`src/rtl/can_reg_access_responder_pkg.sv`:
```
// Shared definitions for the CAN register-access responder: the register
// address map seen by the controller and the ack handshake state encoding.
package can_reg_access_responder_pkg;

  // Writable configuration registers
  localparam logic [7:0] ADDR_SRR   = 8'h00;
  localparam logic [7:0] ADDR_MSR   = 8'h04;
  localparam logic [7:0] ADDR_BRPR  = 8'h08;
  localparam logic [7:0] ADDR_BTR   = 8'h0C;

  // Read-only status words
  localparam logic [7:0] ADDR_ECR   = 8'h10;
  localparam logic [7:0] ADDR_ESR   = 8'h14;
  localparam logic [7:0] ADDR_SR    = 8'h18;

  // Writable TX staging registers; a write to TXDW2 launches the frame
  localparam logic [7:0] ADDR_TXID  = 8'h30;
  localparam logic [7:0] ADDR_TXDLC = 8'h34;
  localparam logic [7:0] ADDR_TXDW1 = 8'h38;
  localparam logic [7:0] ADDR_TXDW2 = 8'h3C;

  // Read-only RX FIFO head words
  localparam logic [7:0] ADDR_RXID  = 8'h50;
  localparam logic [7:0] ADDR_RXDLC = 8'h54;
  localparam logic [7:0] ADDR_RXDW1 = 8'h58;
  localparam logic [7:0] ADDR_RXDW2 = 8'h5C;

  // Acceptance filter enable and first filter word; filter k sits at AF0 + 4*k
  localparam logic [7:0] ADDR_AFR   = 8'h60;
  localparam logic [7:0] ADDR_AF0   = 8'h64;

  // Four-phase acknowledge handshake states
  typedef enum logic {
    ACK_IDLE = 1'b0,
    ACK_BUSY = 1'b1
  } ack_state_e;

  // True when addr selects acceptance-filter word k
  function automatic logic af_match(input logic [7:0] addr, input int k);
    return addr == (ADDR_AF0 + 8'(4 * k));
  endfunction

endpackage

```
`src/rtl/can_ack_fsm.sv`:
```
// Two-state four-phase acknowledge handshake. A request seen in IDLE is
// captured for exactly one edge; ack then stays high until the request drops,
// so the next capture cannot happen before ack has been withdrawn.
module can_ack_fsm
  import can_reg_access_responder_pkg::*;
(
  input  logic clk,
  input  logic rst_n,
  input  logic cs,
  output logic capture,
  output logic ack
);

  ack_state_e state_q, state_d;

  // State register; reset drops ack immediately
  always_ff @(posedge clk or negedge rst_n) begin
    if (!rst_n) begin
      state_q <= ACK_IDLE;
    end else begin
      state_q <= state_d;
    end
  end

  // Next state and single-edge capture strobe
  always_comb begin
    state_d = state_q;
    capture = 1'b0;
    case (state_q)
      ACK_IDLE: begin
        if (cs) begin
          capture = 1'b1;
          state_d = ACK_BUSY;
        end
      end
      ACK_BUSY: begin
        if (!cs) begin
          state_d = ACK_IDLE;
        end
      end
      default: state_d = ACK_IDLE;
    endcase
  end

  assign ack = (state_q == ACK_BUSY);

endmodule

```
`src/rtl/can_reg_access_responder.sv`:
```
// Target side of the controller register-access handshakes. Holds the
// writable config, TX staging and acceptance-filter registers, and returns
// status/RX words or register contents on the registered read bus.
module can_reg_access_responder
  import can_reg_access_responder_pkg::*;
#(
  parameter int DW      = 32,
  parameter int AF_REGS = 8
) (
  input  logic                    sys_clk,
  input  logic                    IP2Can_reset_n,
  input  logic                    Controller2DEMUX_CS,
  input  logic [7:0]              addr_bus,
  input  logic [DW-1:0]           IP2Can_data,
  output logic                    DEMUX2Controller_ack,
  input  logic                    Controller2MUX_CS,
  input  logic [7:0]              addr_bus1,
  output logic                    MUX2Controller_ack,
  output logic [DW-1:0]           Can2IP_data,
  input  logic [DW-1:0]           ecr_i,
  input  logic [DW-1:0]           esr_i,
  input  logic [DW-1:0]           sr_i,
  input  logic [DW-1:0]           rx_id_i,
  input  logic [DW-1:0]           rx_dlc_i,
  input  logic [DW-1:0]           rx_dw1_i,
  input  logic [DW-1:0]           rx_dw2_i,
  output logic [DW-1:0]           srr_q,
  output logic [DW-1:0]           msr_q,
  output logic [DW-1:0]           brpr_q,
  output logic [DW-1:0]           btr_q,
  output logic [DW-1:0]           tx_id_q,
  output logic [DW-1:0]           tx_dlc_q,
  output logic [DW-1:0]           tx_dw1_q,
  output logic [DW-1:0]           tx_dw2_q,
  output logic [DW-1:0]           afr_q,
  output logic [AF_REGS*DW-1:0]   af_bank_q,
  output logic                    tx_load,
  output logic                    soft_rst,
  output logic                    addr_err
);

  logic          w_cap, r_cap;
  logic          w_hit, r_hit;
  logic [DW-1:0] rd_word;

  logic [DW-1:0] srr_d, msr_d, brpr_d, btr_d;
  logic [DW-1:0] tx_id_d, tx_dlc_d, tx_dw1_d, tx_dw2_d, afr_d;
  logic [DW-1:0] af_q [AF_REGS];
  logic [DW-1:0] af_d [AF_REGS];
  logic [DW-1:0] can2ip_data_q, can2ip_data_d;
  logic          tx_load_q, tx_load_d;
  logic          soft_rst_q, soft_rst_d;
  logic          addr_err_q, addr_err_d;

  can_ack_fsm u_wr_ack (
    .clk     (sys_clk),
    .rst_n   (IP2Can_reset_n),
    .cs      (Controller2DEMUX_CS),
    .capture (w_cap),
    .ack     (DEMUX2Controller_ack)
  );

  can_ack_fsm u_rd_ack (
    .clk     (sys_clk),
    .rst_n   (IP2Can_reset_n),
    .cs      (Controller2MUX_CS),
    .capture (r_cap),
    .ack     (MUX2Controller_ack)
  );

  // Write decode: update the addressed register on the capture edge only
  always_comb begin
    srr_d      = srr_q;
    msr_d      = msr_q;
    brpr_d     = brpr_q;
    btr_d      = btr_q;
    tx_id_d    = tx_id_q;
    tx_dlc_d   = tx_dlc_q;
    tx_dw1_d   = tx_dw1_q;
    tx_dw2_d   = tx_dw2_q;
    afr_d      = afr_q;
    af_d       = af_q;
    tx_load_d  = 1'b0;
    soft_rst_d = 1'b0;
    w_hit      = 1'b0;
    if (w_cap) begin
      case (addr_bus)
        ADDR_SRR: begin
          // Reset request bit is a strobe; it never stays set
          w_hit      = 1'b1;
          srr_d      = {IP2Can_data[DW-1:1], 1'b0};
          soft_rst_d = IP2Can_data[0];
        end
        ADDR_MSR:   begin w_hit = 1'b1; msr_d    = IP2Can_data; end
        ADDR_BRPR:  begin w_hit = 1'b1; brpr_d   = IP2Can_data; end
        ADDR_BTR:   begin w_hit = 1'b1; btr_d    = IP2Can_data; end
        ADDR_TXID:  begin w_hit = 1'b1; tx_id_d  = IP2Can_data; end
        ADDR_TXDLC: begin w_hit = 1'b1; tx_dlc_d = IP2Can_data; end
        ADDR_TXDW1: begin w_hit = 1'b1; tx_dw1_d = IP2Can_data; end
        ADDR_TXDW2: begin
          w_hit     = 1'b1;
          tx_dw2_d  = IP2Can_data;
          tx_load_d = 1'b1;
        end
        ADDR_AFR:   begin w_hit = 1'b1; afr_d    = IP2Can_data; end
        default: ;
      endcase
      for (int k = 0; k < AF_REGS; k++) begin
        if (af_match(addr_bus, k)) begin
          w_hit   = 1'b1;
          af_d[k] = IP2Can_data;
        end
      end
    end
  end

  // Read mux from current register state, so a same-edge write is not visible
  always_comb begin
    rd_word = '0;
    r_hit   = 1'b1;
    case (addr_bus1)
      ADDR_SRR:   rd_word = srr_q;
      ADDR_MSR:   rd_word = msr_q;
      ADDR_BRPR:  rd_word = brpr_q;
      ADDR_BTR:   rd_word = btr_q;
      ADDR_ECR:   rd_word = ecr_i;
      ADDR_ESR:   rd_word = esr_i;
      ADDR_SR:    rd_word = sr_i;
      ADDR_TXID:  rd_word = tx_id_q;
      ADDR_TXDLC: rd_word = tx_dlc_q;
      ADDR_TXDW1: rd_word = tx_dw1_q;
      ADDR_TXDW2: rd_word = tx_dw2_q;
      ADDR_RXID:  rd_word = rx_id_i;
      ADDR_RXDLC: rd_word = rx_dlc_i;
      ADDR_RXDW1: rd_word = rx_dw1_i;
      ADDR_RXDW2: rd_word = rx_dw2_i;
      ADDR_AFR:   rd_word = afr_q;
      default:    r_hit   = 1'b0;
    endcase
    for (int k = 0; k < AF_REGS; k++) begin
      if (af_match(addr_bus1, k)) begin
        r_hit   = 1'b1;
        rd_word = af_q[k];
      end
    end
    can2ip_data_d = r_cap ? rd_word : can2ip_data_q;
    // One error pulse even when both paths miss on the same edge
    addr_err_d    = (w_cap & ~w_hit) | (r_cap & ~r_hit);
  end

  // Register file, read data and event pulses
  always_ff @(posedge sys_clk or negedge IP2Can_reset_n) begin
    if (!IP2Can_reset_n) begin
      srr_q         <= '0;
      msr_q         <= '0;
      brpr_q        <= '0;
      btr_q         <= '0;
      tx_id_q       <= '0;
      tx_dlc_q      <= '0;
      tx_dw1_q      <= '0;
      tx_dw2_q      <= '0;
      afr_q         <= '0;
      for (int k = 0; k < AF_REGS; k++) af_q[k] <= '0;
      can2ip_data_q <= '0;
      tx_load_q     <= 1'b0;
      soft_rst_q    <= 1'b0;
      addr_err_q    <= 1'b0;
    end else begin
      srr_q         <= srr_d;
      msr_q         <= msr_d;
      brpr_q        <= brpr_d;
      btr_q         <= btr_d;
      tx_id_q       <= tx_id_d;
      tx_dlc_q      <= tx_dlc_d;
      tx_dw1_q      <= tx_dw1_d;
      tx_dw2_q      <= tx_dw2_d;
      afr_q         <= afr_d;
      af_q          <= af_d;
      can2ip_data_q <= can2ip_data_d;
      tx_load_q     <= tx_load_d;
      soft_rst_q    <= soft_rst_d;
      addr_err_q    <= addr_err_d;
    end
  end

  for (genvar g = 0; g < AF_REGS; g++) begin : g_af_bank
    assign af_bank_q[g*DW +: DW] = af_q[g];
  end

  assign Can2IP_data = can2ip_data_q;
  assign tx_load     = tx_load_q;
  assign soft_rst    = soft_rst_q;
  assign addr_err    = addr_err_q;

endmodule
```
`config.mk`:
```
export PLATFORM = sky130hd
export DESIGN_NAME = can_reg_access_responder
export DESIGN_NICKNAME = d
export VERILOG_FILES = /design/src/rtl/can_reg_access_responder_pkg.sv /design/src/rtl/can_ack_fsm.sv /design/src/rtl/can_reg_access_responder.sv
export SDC_FILE = /design/constraint.sdc
export NUM_CORES = 1
export LEC_CHECK = 0
export CAP_MARGIN = 10
export CELL_PAD_IN_SITES_DETAIL_PLACEMENT = 0
export CELL_PAD_IN_SITES_GLOBAL_PLACEMENT = 1
export CORE_AREA = 2 2 331 333
export DETAILED_ROUTE_END_ITERATION = 8
export DIE_AREA = 0 0 333 335
export MAX_ROUTING_LAYER = met4
export PLACE_DENSITY = 0.58
export SYNTH_ARGS = -nofsm -noshare
export SYNTH_HDL_FRONTEND = slang
export SYNTH_SLANG_ARGS = --single-unit
```
`constraint.sdc`:
```
create_clock -name sys_clk -period 2.2 [get_ports sys_clk]
set_input_delay 0.55 -clock sys_clk [delete_from_list [all_inputs] [get_ports sys_clk]]
set_output_delay 0.55 -clock sys_clk [all_outputs]
set_load 0.02 [all_outputs]
```
* Word level (Yosys, flattened, before mapping)
Cells that the tools add are included.
** Storage, ports and cells
- Bits in registers :: 580
- Bits of input ports :: 276
- Word-level logic and storage cells :: 124
** Cells by class
- Bitwise operators :: 5
- Mux-type cells :: 36
- Reduce and logical (&&, ||, !) cells :: 21
- Eq/ne operators :: 39
** Operator list (count)
- one-hot mux 32 bit (16 select lines) :: 1
- 2-to-1 mux 32 bit :: 8
- == test 8 x 7 -> 1 bit (second input constant) :: 20
- == test 8 x 6 -> 1 bit (second input constant) :: 8
- AND reduction 2 bit :: 17
- == test 8 x 4 -> 1 bit (second input constant) :: 4
- 2-to-1 mux 1 bit :: 27
- == test 8 x 5 -> 1 bit (second input constant) :: 3
- == test 8 x 3 -> 1 bit (second input constant) :: 2
- == test 8 bit (second input constant) :: 2
- logical NOT 8 bit :: 2
- OR reduction 16 bit :: 1
- OR reduction 9 bit :: 1
- bitwise AND 1 bit :: 2
- inverter 1 bit :: 2
- OR 1 bit :: 1

* Longest topological paths before layout
- Word-level depth :: 15
- Gate-level depth with buffers :: 10

* Modules after synthesis
From an unflattened synthesis, not the netlist that was laid out.
** Unflattened totals
- Cell total of the unflattened synthesis :: 2389
- Area total of the unflattened synthesis :: 28790.1 sq um
** Modules (own cells, without submodules)
- can_reg_access_responder :: cells an instance 2385, sequential area each 14463.9 sq um, area each 28712.5 sq um, times used 1
- can_ack_fsm :: cells an instance 2, sequential area each 25.0 sq um, area each 38.8 sq um, times used 2

* Worst setup path after synthesis
OpenSTA, ideal clock, no wires.
- Path kind :: input -> register
- From :: in addr_bus1[1]
- To :: reg can2ip_data_q[8] (netlist: Can2IP_data[8])
- Path buffers :: 3
- Setup time :: 0.134 ns
- Arrival time :: 2.075 ns
- Stages :: 9
- Setup slack :: -0.009 ns
- Cells stage by stage :: buf_2 > or2_2 > buf_2 > nor2_1 > nand2_1 > clkbuf_1 > o22ai_1 > a211o_1 > a31oi_1
** On the way
- Word-level cells in the longest chain between the ends :: 10
** Ends and longest elaborated chain
- start: declaration :: RTL line can_reg_access_responder.sv:17 : input logic [7:0] addr_bus1,
- == test 8 x 7 -> 1 bit (tied with other cells) :: RTL line can_reg_access_responder.sv:121 : case (addr_bus1)
- one-hot mux 32 bit (16 select lines) :: RTL line can_reg_access_responder.sv:121
- 2-to-1 mux 32 bit (7 in series) :: RTL line can_reg_access_responder.sv:141 : if (af_match(addr_bus1, k)) begin
- 2-to-1 mux 32 bit (*) :: RTL line can_reg_access_responder.sv:141
- end signal: assignment :: RTL line can_reg_access_responder.sv:179 : can2ip_data_q <= can2ip_data_d;
- end: declaration :: RTL line can_reg_access_responder.sv:50 : logic [DW-1:0] can2ip_data_q, can2ip_data_d;
Every way passes the cells marked *; elsewhere a longest branch is shown, timed or not.
A chain may end at the register's enable or synchronous reset.

* Worst setup path in the final report
- From :: in addr_bus1[1]
- To :: reg can2ip_data_q[13] (netlist: Can2IP_data[13])
The elaborated chain is that of the path after synthesis.

==> key figures <==
Outcome
  • Status: finished, violations left
  • Failing checks: negative setup slack

Synth
  • EDFF count, synth: 0
  • Ys async rst share: 100%
  • Ranking of synthesized cells by area: dfrtp_1, mux2_2, a22oi_1
  • Seq/Total Area, Yosys: 52.0%
  • Simple-gate share of the synthesized area: 4.79%
  • Cell Area, Synth: 27900 µm²
  • Yosys top cell area share: 52.0%
  • Mux contribution to synthesized area: 24.8%
  • Count leader, synth: dfrtp_1
  • Compound-gate portion of the synthesized area: 15.0%
  • Synth Flop Type: dfrtp_1
  • Largest family of logic cells by synthesized area: multiplexers
  • Post-Syn Area per Cell: 12.3 µm²
  • Count of cell types in the netlist: 64
  • Syn Inst Count: 2260
  • Synth Area in XOR/XNOR: 0%
  • Most instantiated cells after synthesis: dfrtp_1, mux2_2, a22oi_1
  • Area leader, netlist: dfrtp_1
  • Adder-Cell Fraction of Synth Area: 0%
  • Syn. warnings: 0
  • Syn_nets: 2536
  • FF+latch count, synth: 580

Clock network
  • CTS tree: done
  • CTS Buf Count: 71
  • CTS clk-pin slew, worst paths: 50 ps
  • Maximum clock insertion buffer count: 3
  • H-tree depth: 3
  • Sink Count: 580
  • Root Buffer Master: clkbuf_16
  • Worst-Skew Late Latency: 650 ps

Worst setup path
  • Crit path buf inv count: 2
  • Crit path largest cell delay: 960 ps
  • Worst Setup SP: addr_bus1[1]
  • RR Endpoint: af_bank_q[77]$_DFFE_PN0P_
  • Slowest-stage cell, CP: nor2_4
  • Stages on the worst setup path: 6
  • Cell family with most CP delay: simple AND/OR/NAND/NOR gates
  • CP startpoint kind: primary input
  • Setup crit end kind: flip-flop
  • Crit path DAT: 2750 ps
  • CP Capture Point: Can2IP_data[13]$_DFFE_PN0P_
  • Max FO, Critical Path: 22
  • Reg2reg path depth: 6
  • Req. time, crit path: 2730 ps
  • WS Path Type: primary input to flip-flop
  • R2r setup slk: 170 ps
  • CP Cell Sequence: dlygate4sd2_1 -> nand4bb_1 -> nor2_4 -> a221oi_1 -> buf_4 -> a31oi_1
  • Worst R2R Start: u_wr_ack.ack$_DFF_PN0_

Die
  • Chip width: 333 µm
  • Die area: 112000 µm²
  • Chip height: 335 µm
  • Initial Utilization: 25.8%
  • Core Area: 108000 µm²
  • FP Rows: 121
  • IO Count: 857

Layout
  • Layout cells sized above 1: 32.4%
  • Final core utilization: 40.0%
  • Design area: 43200 µm²
  • Filler cells: 10600
  • Nets: 3586
  • Synthesis-to-finish area growth: 54.8%

STA
  • Final Hold Viols: 0
  • Pin slew with the least headroom to its limit: 1220 ps
  • Post-route clock period utilization: 101%
  • Fin Hold WS: 456 ps
  • Rel. slew slack: 18.3%
  • Max Clk Rate: 450 MHz
  • Fin Clk Skew: 28.6 ps
  • Setup ws final: -23.7 ps
  • Tmin final: 2220 ps
  • Slew Limit Fails: 0
  • Final setup fails: 3
  • Unrepaired setup endpoints after global routing: true

Placement
  • Placed inst area: 41100 µm²
  • Placer Congestion: 0.933
  • DP HPWL: 124000 µm
  • PortBufs: 855

Flow run
  • Max cap viols: 0

Global route
  • Largest net degree at the start of global routing: 90
  • GRT Util Overall: 29.7%
  • Total gr overflow: 0
  • First-pass GRT wire length: 226000 µm
  • Vias in the first global route: 27200
  • Initial antenna violation count: 20

Power
  • Leak: 22.2 nW
  • Worst vdd ir: 436 µV
  • Power density over cell area: 620 nW/µm²

Detailed routing
  • Detailed-route DRC error count: 0
  • Initial DRT Pass Iterations: 6
  • Detailed Route WL: 166000 µm
  • Vias/cell: 5.51
  • Routed Antenna Nets: 0
  • Via Count: 26400
  • Initial detailed-routing violation count: 2458
  • Avg WL per Cell: 34.7 µm

Min path
  • Min-delay worst type: primary input to async pin
## flip-flops by register name, summed over array words and instances (netlist names)
name,flops
af_bank_q,256
Can2IP_data,32
afr_q,32
brpr_q,32
btr_q,32
msr_q,32
tx_dlc_q,32
tx_dw1_q,32
tx_dw2_q,32
tx_id_q,32
srr_q,31
addr_err,1
soft_rst,1
tx_load,1
u_rd_ack.ack,1
u_wr_ack.ack,1
## placed cells by master, fill, tap and decap left out, types with 5 or more instances in the layout
master / synthesis / routed
dfrtp_1: 580 / 578
dlygate4sd2_1: 0 / 576
mux2_2: 550 / 550
clkdlybuf4s50_1: 0 / 268
buf_4: 11 / 237
a22oi_1: 148 / 147
o22ai_1: 114 / 103
buf_12: 0 / 97
o21ai_0: 98 / 95
clkbuf_16: 0 / 73
mux2i_1: 60 / 60
nor2_1: 55 / 51
nand2_1: 65 / 43
nand3_1: 45 / 43
a31oi_1: 35 / 35
o221ai_1: 32 / 32
o2bb2ai_1: 30 / 30
a221oi_1: 30 / 30
a211o_1: 29 / 29
a22o_1: 29 / 29
a21oi_1: 22 / 22
nor4_1: 27 / 22
clkbuf_8: 0 / 18
nand2_2: 3 / 14
clkbuf_1: 101 / 14
diode_2: 0 / 12
nand2_4: 0 / 10
o22ai_2: 0 / 9
clkinv_2: 0 / 9
nor2_4: 0 / 5
nor2b_1: 11 / 5
nor2b_4: 0 / 5
nor3_1: 5 / 5
and3_1: 5 / 5
mux4_2: 5 / 5
dlymetal6s2s_1: 0 / 5
buf_6: 4 / 5
## worst reg2reg max path, cell delays in order (launching register included)
cell and delay, ps:
dfrtp_1 420, inv_1 110, and3_1 190, and3_1 390, nand2_2 260, buf_12 240
mux2_2 300
## routing by layer
layer,GRT usage (%),vias up,part of all wire [%]
li1,-,10800,-
met5,-,-,0
met4,11.0,0,3.7
met1,37.4,13800,42
met2,47.5,1438,47
met3,5.68,285,7.0
## worst min-delay path by stage
stage / to / slack, ps / depth (start not counted)
after floorplan: Can2IP_data[0]$_DFFE_PN0P_ / 250 / 0
after global placement: Can2IP_data[30]$_DFFE_PN0P_ / 510 / 1
after detailed placement: tx_dw1_q[28]$_DFFE_PN0P_ / 520 / 1
after CTS: u_wr_ack.ack$_DFF_PN0_ / 410 / 1
after global routing: tx_dw1_q[28]$_DFFE_PN0P_ / 450 / 2
final: tx_dw1_q[28]$_DFFE_PN0P_ / 460 / 2
## cells by family (layout without fill, tap and decap cells)
family | Yosys count | count (layout)
mux | 615 | 615
compound gates | 593 | 593
flops | 580 | 580
simple gates | 249 | 249
buf+inv | 222 | 1320
other cells | 1 | 13
## stage by stage
step	setup WS (ps)	std cells	power [mW]	setup TNS, ps
final	-23.7	4784	26.8	-57.0
after global routing	-69.6	4783	27.6	-120
after CTS	2.60	4772	27.0	0
after detailed placement	-1150	4636	15.4	-229430
after global placement	-1120	4636	15.4	-227150
after floorplan	3.81	2260	12.7	0
## what timing repair did
action / in CTS / in global routing
hold buffers: 1 / 0
pin swaps: 12 / 1
endpoints found under the hold margin: 10 / 0
setup endpoints to repair: 605 / 141
resized for setup: 622 / 9
buffers inserted: 11 / 0
gates cloned: 4 / 0
## final cells by class
type / count / area [µm²] / area share, %
Antenna cell: 12 / 30.0 / 0.0695
Clock buffer: 105 / 2130 / 4.92
Clock inverter: 16 / 163 / 0.377
Timing Repair Buffer: 1195 / 11700 / 27.2
Inverter: 4 / 15.0 / 0.0348
Tap cell: 1414 / 1770 / 4.10
Multi-Input combinational cell: 1458 / 12800 / 29.7
Sequential cell: 580 / 14500 / 33.6
## power breakdown
group	internal, mW	leakage (nW)	switching [mW]
logic	1.54	13.1	2.11
clock network	6.91	1.13	4.85
registers	11.0	7.99	0.352
No activity file was read; power rests on OpenSTA's default activity.
